File: src/rtl/module_control_muestreo_if.sv
// ---------------------------------------------------------------------------
// module_control_muestreo_if
//
// Handshake between the sampling controller and the binary-to-BCD converter.
//
// Signals:
//   conv_start_o  one-cycle start pulse towards the converter
//   conv_bin_o    4-bit operand, held stable while a conversion runs
//   conv_done_i   converter result-ready pulse
//   bcd_i         converter result, tens [7:4], units [3:0]
//
// Modports:
//   master  the sampling controller (drives start/operand)
//   slave   the converter (drives done/result)
// ---------------------------------------------------------------------------
interface module_control_muestreo_if;
    logic       conv_start_o;
    logic [3:0] conv_bin_o;
    logic       conv_done_i;
    logic [7:0] bcd_i;

    modport master (
        output conv_start_o,
        output conv_bin_o,
        input  conv_done_i,
        input  bcd_i
    );

    modport slave (
        input  conv_start_o,
        input  conv_bin_o,
        output conv_done_i,
        output bcd_i
    );
endinterface

File: src/rtl/module_control_muestreo.sv
// ---------------------------------------------------------------------------
// module_control_muestreo
//
// Periodically samples a 4-bit code, sends it to an external bin-to-BCD
// converter only when it changed (or nothing has been shown yet), and
// multiplexes the two resulting BCD digits onto a 2-digit display.
//
// Parameters:
//   INPUT_REFRESH    clk cycles between input samples
//   DISPLAY_REFRESH  clk cycles each digit slot stays active
//   TIMEOUT          max clk cycles to wait for conv_done_i
//
// Ports:
//   clk_i          system clock, rising edge
//   rst_i          asynchronous active-low reset
//   codigo_bin_i   decoded binary value from the reader
//   conv           converter handshake (master side)
//   digito_o       BCD nibble of the active slot
//   anodo_o        active-low digit enables, [0] units, [1] tens
//   dato_valido_o  high once a first conversion has been displayed
//   error_o        sticky converter-timeout flag
// ---------------------------------------------------------------------------
module module_control_muestreo #(
    parameter int INPUT_REFRESH   = 2700000,
    parameter int DISPLAY_REFRESH = 27000,
    parameter int TIMEOUT         = 16
) (
    input  logic                              clk_i,
    input  logic                              rst_i,
    input  logic [3:0]                        codigo_bin_i,
    module_control_muestreo_if.master         conv,
    output logic [3:0]                        digito_o,
    output logic [1:0]                        anodo_o,
    output logic                              dato_valido_o,
    output logic                              error_o
);

    localparam int SAMPLE_W = (INPUT_REFRESH   > 1) ? $clog2(INPUT_REFRESH)   : 1;
    localparam int DISP_W   = (DISPLAY_REFRESH > 1) ? $clog2(DISPLAY_REFRESH) : 1;
    localparam int TO_W     = (TIMEOUT         > 1) ? $clog2(TIMEOUT)         : 1;

    localparam logic [SAMPLE_W-1:0] SAMPLE_LAST = SAMPLE_W'(INPUT_REFRESH - 1);
    localparam logic [DISP_W-1:0]   DISP_LAST   = DISP_W'(DISPLAY_REFRESH - 1);
    localparam logic [TO_W-1:0]     TO_LAST     = TO_W'(TIMEOUT - 1);

    typedef enum logic [1:0] {
        IDLE,
        MUESTREO,
        CONVIRTIENDO,
        ACTUALIZAR
    } state_t;

    state_t              state_reg,      state_next;
    logic [SAMPLE_W-1:0] sample_cnt_reg, sample_cnt_next;
    logic [DISP_W-1:0]   disp_cnt_reg,   disp_cnt_next;
    logic [TO_W-1:0]     to_cnt_reg,     to_cnt_next;
    logic                slot_reg,       slot_next;      // 0 = units, 1 = tens
    logic                pending_reg,    pending_next;
    logic                start_reg,      start_next;
    logic [3:0]          bin_reg,        bin_next;
    logic [3:0]          last_bin_reg,   last_bin_next;  // operand of the shown value
    logic [7:0]          result_reg,     result_next;    // BCD captured on done
    logic [7:0]          display_reg,    display_next;
    logic                valid_reg,      valid_next;
    logic                error_reg,      error_next;

    logic sample_tick;
    logic disp_wrap;
    logic need_conv;

    // ------------------------------------------------------------------
    // Next-state / datapath logic
    // ------------------------------------------------------------------
    always_comb begin
        sample_tick     = (sample_cnt_reg == SAMPLE_LAST);
        sample_cnt_next = sample_tick ? '0 : sample_cnt_reg + SAMPLE_W'(1);

        disp_wrap       = (disp_cnt_reg == DISP_LAST);
        disp_cnt_next   = disp_wrap ? '0 : disp_cnt_reg + DISP_W'(1);
        slot_next       = disp_wrap ? ~slot_reg : slot_reg;

        // A conversion is only worth starting if the reading changed or
        // nothing has ever been shown.
        need_conv       = (codigo_bin_i != last_bin_reg) || !valid_reg;

        state_next      = state_reg;
        to_cnt_next     = to_cnt_reg;
        start_next      = 1'b0;
        bin_next        = bin_reg;
        last_bin_next   = last_bin_reg;
        result_next     = result_reg;
        display_next    = display_reg;
        valid_next      = valid_reg;
        error_next      = error_reg;

        case (state_reg)
            IDLE: begin
                if (sample_tick || pending_reg) begin
                    state_next = MUESTREO;
                end
            end
            MUESTREO: begin
                bin_next = codigo_bin_i;
                if (need_conv) begin
                    start_next  = 1'b1;
                    to_cnt_next = '0;
                    state_next  = CONVIRTIENDO;
                end else begin
                    state_next  = IDLE;
                end
            end
            CONVIRTIENDO: begin
                // done wins over a timeout landing on the same cycle
                if (conv.conv_done_i) begin
                    result_next = conv.bcd_i;
                    state_next  = ACTUALIZAR;
                end else if (to_cnt_reg == TO_LAST) begin
                    error_next  = 1'b1;
                    state_next  = IDLE;
                end else begin
                    to_cnt_next = to_cnt_reg + TO_W'(1);
                end
            end
            ACTUALIZAR: begin
                display_next  = result_reg;
                last_bin_next = bin_reg;
                valid_next    = 1'b1;
                state_next    = IDLE;
            end
            default: begin
                state_next = IDLE;
            end
        endcase

        // Only one tick can be remembered while busy; entering MUESTREO
        // consumes it.
        pending_next = pending_reg;
        if (state_reg == IDLE && state_next == MUESTREO) begin
            pending_next = 1'b0;
        end else if (sample_tick && state_reg != IDLE) begin
            pending_next = 1'b1;
        end
    end

    // ------------------------------------------------------------------
    // State registers
    // ------------------------------------------------------------------
    always_ff @(posedge clk_i or negedge rst_i) begin
        if (!rst_i) begin
            state_reg      <= IDLE;
            sample_cnt_reg <= '0;
            disp_cnt_reg   <= '0;
            to_cnt_reg     <= '0;
            slot_reg       <= 1'b0;
            pending_reg    <= 1'b0;
            start_reg      <= 1'b0;
            bin_reg        <= 4'd0;
            last_bin_reg   <= 4'd0;
            result_reg     <= 8'h00;
            display_reg    <= 8'h00;
            valid_reg      <= 1'b0;
            error_reg      <= 1'b0;
        end else begin
            state_reg      <= state_next;
            sample_cnt_reg <= sample_cnt_next;
            disp_cnt_reg   <= disp_cnt_next;
            to_cnt_reg     <= to_cnt_next;
            slot_reg       <= slot_next;
            pending_reg    <= pending_next;
            start_reg      <= start_next;
            bin_reg        <= bin_next;
            last_bin_reg   <= last_bin_next;
            result_reg     <= result_next;
            display_reg    <= display_next;
            valid_reg      <= valid_next;
            error_reg      <= error_next;
        end
    end

    // ------------------------------------------------------------------
    // Outputs
    // ------------------------------------------------------------------
    assign conv.conv_start_o = start_reg;
    assign conv.conv_bin_o   = bin_reg;
    assign dato_valido_o     = valid_reg;
    assign error_o           = error_reg;
    assign digito_o          = slot_reg ? display_reg[7:4] : display_reg[3:0];

    // One enable per digit: lit only in its own slot, once valid, and the
    // tens digit stays dark when it is a leading zero.
    genvar gi;
    generate
        for (gi = 0; gi < 2; gi++) begin : g_anodo
            logic digit_on;
            assign digit_on = valid_reg
                            && (slot_reg == 1'(gi))
                            && ((gi == 0) || (display_reg[4*gi +: 4] != 4'd0));
            assign anodo_o[gi] = ~digit_on;
        end
    endgenerate

endmodule
File: src/flat_wrapper.sv
// flat-port wrapper written by rule: the top's interface ports become plain ports
module module_control_muestreo_flat 
#(
    parameter int INPUT_REFRESH   = 2700000,
    parameter int DISPLAY_REFRESH = 27000,
    parameter int TIMEOUT         = 16
)
  (clk_i, rst_i, codigo_bin_i, digito_o, anodo_o, dato_valido_o, error_o, conv_conv_start_o, conv_conv_bin_o, conv_conv_done_i, conv_bcd_i);
  module_control_muestreo_if conv_i ();
  input  logic clk_i;
  input  logic rst_i;
  input  logic [3:0] codigo_bin_i;
  output logic [3:0] digito_o;
  output logic [1:0] anodo_o;
  output logic dato_valido_o;
  output logic error_o;
  output wire logic [$bits(conv_i.conv_start_o)-1:0] conv_conv_start_o;
  output wire logic [$bits(conv_i.conv_bin_o)-1:0] conv_conv_bin_o;
  input wire logic [$bits(conv_i.conv_done_i)-1:0] conv_conv_done_i;
  input wire logic [$bits(conv_i.bcd_i)-1:0] conv_bcd_i;
  assign conv_conv_start_o = conv_i.conv_start_o;
  assign conv_conv_bin_o = conv_i.conv_bin_o;
  assign conv_i.conv_done_i = conv_conv_done_i;
  assign conv_i.bcd_i = conv_bcd_i;
  module_control_muestreo #(.INPUT_REFRESH(INPUT_REFRESH), .DISPLAY_REFRESH(DISPLAY_REFRESH), .TIMEOUT(TIMEOUT)) u_core (.clk_i(clk_i), .rst_i(rst_i), .codigo_bin_i(codigo_bin_i), .conv(conv_i), .digito_o(digito_o), .anodo_o(anodo_o), .dato_valido_o(dato_valido_o), .error_o(error_o));
endmodule
File: config.mk
export PLATFORM = sky130hd
export DESIGN_NAME = module_control_muestreo_flat
export DESIGN_NICKNAME = d
export VERILOG_FILES = /design/src/rtl/module_control_muestreo_if.sv /design/src/rtl/module_control_muestreo.sv /design/src/flat_wrapper.sv
export SDC_FILE = /design/constraint.sdc
export NUM_CORES = 1
export LEC_CHECK = 0
export CELL_PAD_IN_SITES_DETAIL_PLACEMENT = 1
export CELL_PAD_IN_SITES_GLOBAL_PLACEMENT = 1
export CORE_MARGIN = 2
export CORE_UTILIZATION = 28
export CTS_BUF_LIST = sky130_fd_sc_hd__clkbuf_4 sky130_fd_sc_hd__clkbuf_8 sky130_fd_sc_hd__clkbuf_16
export CTS_CLUSTER_SIZE = 28
export DETAILED_ROUTE_END_ITERATION = 16
export DONT_BUFFER_PORTS = 1
export GPL_TIMING_DRIVEN = 1
export HOLD_SLACK_MARGIN = 0.12
export PLACE_DENSITY_LB_ADDON = 0.1
export SETUP_SLACK_MARGIN = 0.05
export SLEW_MARGIN = 20
export SYNTH_ARGS = -nofsm -noshare
export SYNTH_HDL_FRONTEND = slang
export SYNTH_SLANG_ARGS = --single-unit
File: constraint.sdc
create_clock -name clk_i -period 1.45 [get_ports clk_i]
set_input_delay 0.0725 -clock clk_i [delete_from_list [all_inputs] [get_ports clk_i]]
set_output_delay 0.0725 -clock clk_i [all_outputs]
set_load 0.01 [all_outputs]
==> flow_summary.html <==
<table>
<tr><th>Metric</th><th>Value</th></tr>
<tr><th colspan="2">Worst setup path</th></tr>
<tr><td>Terminus of the critical flop-to-flop path</td><td>u_core.sample_cnt_reg[19]</td></tr>
<tr><td>Kind of critical path</td><td>flop to flop</td></tr>
<tr><td>Startpoint Class</td><td>flop</td></tr>
<tr><td>Arrival time of the worst setup path</td><td>1820 ps</td></tr>
<tr><td>Worst Reg2Reg Path Length in Cells</td><td>4</td></tr>
<tr><td>Internal reg-to-reg setup slack</td><td>-110 ps</td></tr>
<tr><td>CP Data Required Time</td><td>1710 ps</td></tr>
<tr><td>Max Fanout on Critical Path</td><td>3</td></tr>
<tr><td>Nature of the critical path endpoint</td><td>flop</td></tr>
<tr><td>Beginning of the worst register-to-register path</td><td>u_core.sample_cnt_reg[12]</td></tr>
<tr><th colspan="2">STA</th></tr>
<tr><td>Final clock skew</td><td>5.791 ps</td></tr>
<tr><td>Transition time of the tightest slew-check pin</td><td>498.4 ps</td></tr>
<tr><td>Max-slew violation count</td><td>0</td></tr>
<tr><td>Max transition margin</td><td>0.6677</td></tr>
<tr><td>Final critical-path share of the clock period</td><td>1.077</td></tr>
<tr><td>Minimum clock period</td><td>1561 ps</td></tr>
<tr><td>Unrepaired setup endpoints after global routing</td><td>true</td></tr>
<tr><td>Achievable Freq</td><td>0.6404 GHz</td></tr>
<tr><td>Final worst setup slack</td><td>-111.4 ps</td></tr>
<tr><td>Final hold vios</td><td>72</td></tr>
<tr><td>Worst hold slack</td><td>-564.8 ps</td></tr>
<tr><td>Finish-stage setup viols</td><td>16</td></tr>
<tr><td>Setup TNS</td><td>-1290 ps</td></tr>
<tr><th colspan="2">Synth</th></tr>
<tr><td>Top post-synthesis cells by area</td><td>sky130_fd_sc_hd__dfrtp_1, sky130_fd_sc_hd__mux2_2, sky130_fd_sc_hd__xnor2_1</td></tr>
<tr><td>Number of standard cells after synthesis</td><td>275</td></tr>
<tr><td>Number of flops mapped to enable cells by yosys</td><td>0</td></tr>
<tr><td>Synth warnings</td><td>0</td></tr>
<tr><td>Multiplexer fraction of the synthesized cell area</td><td>0.09732</td></tr>
<tr><td>Fraction of the mapped netlist area in compound gates</td><td>0.03606</td></tr>
<tr><td>Share of the synthesized netlist area taken by xor and xnor gates</td><td>0.08686</td></tr>
<tr><td>Number of nets in the synthesized netlist</td><td>293</td></tr>
<tr><td>Adder and majority cell fraction of the synthesized area</td><td>0.01163</td></tr>
<tr><td>Number of distinct library cell variants in the gate-level netlist after synthesis</td><td>43</td></tr>
<tr><td>Average cell area after synthesis</td><td>11.73 sq um</td></tr>
<tr><td>Synthesized flop and latch total</td><td>72</td></tr>
<tr><td>Fraction of synthesis flops using an asynchronous set or reset pin</td><td>1.000</td></tr>
<tr><td>Main combinational cell family by area after synthesis</td><td>simple AND/OR/NAND/NOR gates</td></tr>
<tr><td>Cell Area, Synth</td><td>0.003227 sq mm</td></tr>
<tr><td>Area share of and/or/nand/nor cells after synthesis</td><td>0.1954</td></tr>
<tr><td>Area fraction of the dominant cell type after synthesis</td><td>0.5584</td></tr>
<tr><td>Library cell with the largest summed area after synthesis</td><td>sky130_fd_sc_hd__dfrtp_1</td></tr>
<tr><td>Fraction of the yosys area taken by sequential cells</td><td>0.5584</td></tr>
<tr><td>Most used DFF post-synth</td><td>sky130_fd_sc_hd__dfrtp_1</td></tr>
<tr><th colspan="2">Layout</th></tr>
<tr><td>Final-stage net count</td><td>380</td></tr>
<tr><td>Commonest non-fill, non-tap cells in the layout</td><td>sky130_fd_sc_hd__dfrtp_1, sky130_fd_sc_hd__buf_4, sky130_fd_sc_hd__mux2_2</td></tr>
<tr><td>Fraction of layout instances using a drive strength above 1</td><td>0.4632</td></tr>
<tr><td>Number of flip-flops under the largest register name</td><td>22</td></tr>
<tr><td>Area Growth Syn to Fin</td><td>46.65%</td></tr>
<tr><td>Number of antenna repair diodes</td><td>0</td></tr>
<tr><td>Leading cell type in the layout, fill and taps excluded</td><td>sky130_fd_sc_hd__dfrtp_1</td></tr>
<tr><th colspan="2">Global route</th></tr>
<tr><td>GRT Util Overall</td><td>0.1351</td></tr>
<tr><td>Global routing usage on met1</td><td>0.1719</td></tr>
<tr><td>Wire length of the first global-routing pass</td><td>13.09 mm</td></tr>
<tr><td>Peak-usage layer in the global routing report</td><td>met2</td></tr>
<tr><td>Met2 global-route usage</td><td>0.2130</td></tr>
<tr><td>Met3 usage in global routing</td><td>0.04355</td></tr>
<tr><td>GR Overflow Total</td><td>0</td></tr>
<tr><td>Via count of the first global-routing pass</td><td>2667</td></tr>
<tr><td>Maximum number of pins on one net before global-route repair</td><td>73</td></tr>
<tr><td>Antenna violations before repair</td><td>0</td></tr>
<tr><th colspan="2">Floorplan</th></tr>
<tr><td>Core ar.</td><td>0.01132 sq mm</td></tr>
<tr><td>Std-Cell Rows</td><td>39</td></tr>
<tr><td>Starting density of the core</td><td>0.2850</td></tr>
<tr><td>Die extent in y</td><td>111.4 um</td></tr>
<tr><td>Overall die width</td><td>111.4 um</td></tr>
<tr><td>Die footprint</td><td>0.01240 sq mm</td></tr>
<tr><td>I/O pin cnt</td><td>28</td></tr>
<tr><th colspan="2">Clock tree</th></tr>
<tr><td>Total number of H-tree levels</td><td>3</td></tr>
<tr><td>Post-CTS Hold Buffers</td><td>13</td></tr>
<tr><td>Clock tree from TritonCTS</td><td>done</td></tr>
<tr><td>TritonCTS Buffers</td><td>9</td></tr>
<tr><td>Largest buffer count on any clock path</td><td>2</td></tr>
<tr><td>Clock edge transition at the registers on the reported setup and hold paths</td><td>60 ps</td></tr>
<tr><td>CTS Root Cell</td><td>sky130_fd_sc_hd__clkbuf_16</td></tr>
<tr><td>Clk sinks</td><td>72</td></tr>
<tr><td>Clock latency on the worst-skew pair</td><td>340 ps</td></tr>
<tr><th colspan="2">Outcome</th></tr>
<tr><td>Failing checks</td><td>hold timing, setup timing</td></tr>
<tr><td>Result of the run</td><td>finished, violations left</td></tr>
<tr><th colspan="2">Routing</th></tr>
<tr><td>Detailed-route DRC error count</td><td>0</td></tr>
<tr><td>Number of DRC markers in iteration 0</td><td>49</td></tr>
<tr><td>Post-DRT Antenna Nets</td><td>0</td></tr>
<tr><td>Drt via density</td><td>4.704</td></tr>
<tr><td>Number of vias after detailed routing</td><td>2399</td></tr>
<tr><td>Number of optimization iterations in the first detailed-route pass</td><td>4</td></tr>
<tr><td>Routed WL per cell</td><td>14.71 um</td></tr>
<tr><td>DRT Wirelength</td><td>7.500 mm</td></tr>
<tr><th colspan="2">Pwr</th></tr>
<tr><td>Total leakage power</td><td>2.154 nW</td></tr>
<tr><td>Total Power Consumption</td><td>4.531 mW</td></tr>
<tr><td>Worst supply voltage drop on vdd</td><td>0.6656 mV</td></tr>
<tr><td>Power density over the cells</td><td>957.6 mW/mm^2</td></tr>
<tr><th colspan="2">Placed design</th></tr>
<tr><td>Detail Placement HPWL</td><td>4.995 mm</td></tr>
<tr><td>Final estimated routing congestion in global placement</td><td>0.6933</td></tr>
<tr><td>IO buf count</td><td>0</td></tr>
<tr><th colspan="2">Worst hold path</th></tr>
<tr><td>Class of the tightest hold or removal check</td><td>input pin to asynchronous set/reset pin</td></tr>
<tr><th colspan="2">Run</th></tr>
<tr><td>Count of maximum capacitance violations</td><td>0</td></tr>
</table>
[layer usage]
layer / part of all wire / vias up
met2: 0.48 / 29
met1: 0.47 / 1211
met5: 0 / -
met3: 0.031 / 10
met4: 0.019 / 0
li1: - / 1149
[cells in the mapped netlist, types with 3 or more instances]
cell and n:
sky130_fd_sc_hd__inv_1 8, sky130_fd_sc_hd__nor3_1 3, sky130_fd_sc_hd__nor2b_1 7, sky130_fd_sc_hd__o21ai_0 9
sky130_fd_sc_hd__nor2_1 23, sky130_fd_sc_hd__xnor2_1 17, sky130_fd_sc_hd__nand3_1 17, sky130_fd_sc_hd__and3_1 6
sky130_fd_sc_hd__nand2_1 14, sky130_fd_sc_hd__nor4_1 3, sky130_fd_sc_hd__nand2b_1 5, sky130_fd_sc_hd__ha_1 3
sky130_fd_sc_hd__nand4_1 8, sky130_fd_sc_hd__mux2_2 27, sky130_fd_sc_hd__xor2_1 15, sky130_fd_sc_hd__dfrtp_1 72
sky130_fd_sc_hd__and4_1 6
[through the flow]
step	worst slack, ps	util	cell area (sq um)	std cells
after global routing	-276.0	0.4180	4732	510
after detailed placement	-187.8	0.3401	3850	468
after CTS	-120.4	0.3958	4481	503
after global placement	-161.9	0.3401	3850	468
after floorplan	-21.87	-	3257	275
final	-111.4	0.4180	4732	510
[power breakdown]
group | internal [mW] | switching (mW) | leakage, nW
registers | 2.02 | 0.00843 | 0.939
clock network | 1.53 | 0.914 | 0.162
logic | 0.0416 | 0.0202 | 1.05
[critical path, stage by stage (launching register included)]
cell and delay, ps:
sky130_fd_sc_hd__dfrtp_1 400, sky130_fd_sc_hd__nand4_1 140, sky130_fd_sc_hd__or4_4 540, sky130_fd_sc_hd__or3_1 310, sky130_fd_sc_hd__o21ai_1 90
[cell families (layout without fill, tap and decap cells)]
kind of cell,Yosys count,after routing
AND/OR/NAND/NOR,110,110
flip-flops,72,72
XOR/XNOR,32,32
multiplexers,28,28
AO/OA/AOI/OAI,18,18
buffers and inverters,12,104
adder cells (fa/ha/maj),3,3
[how the worst max path moves through the flow]
stage,from,end,slack [ps],depth (start not counted)
after floorplan,u_core.sample_cnt_reg[3],u_core.sample_cnt_reg[19],-20,4
after global placement,u_core.sample_cnt_reg[1],u_core.sample_cnt_reg[8],-160,5
after detailed placement,u_core.sample_cnt_reg[10],u_core.state_reg[0],-190,4
after CTS,u_core.sample_cnt_reg[14],u_core.sample_cnt_reg[1],-120,6
after global routing,u_core.sample_cnt_reg[14],u_core.sample_cnt_reg[7],-280,5
final,u_core.sample_cnt_reg[12],u_core.sample_cnt_reg[19],-110,4
[repair_timing]
action,in CTS,in global routing
setup buffers,6,7
endpoints found under the hold margin,88,72
pin swaps,22,20
setup endpoints to repair,30,37
gates resized for setup,33,43
[area by class of cell]
type / count / area, sq um
tap: 143 / 178.9
multi-input combinational: 191 / 1685
inverter: 8 / 30.03
fill: 1222 / 6589
timing repair buffer: 80 / 700.7
sequential: 72 / 1809
clock inverter: 7 / 102.6
clock buffer: 9 / 225.2
No activity file was read; power rests on OpenSTA's default activity.
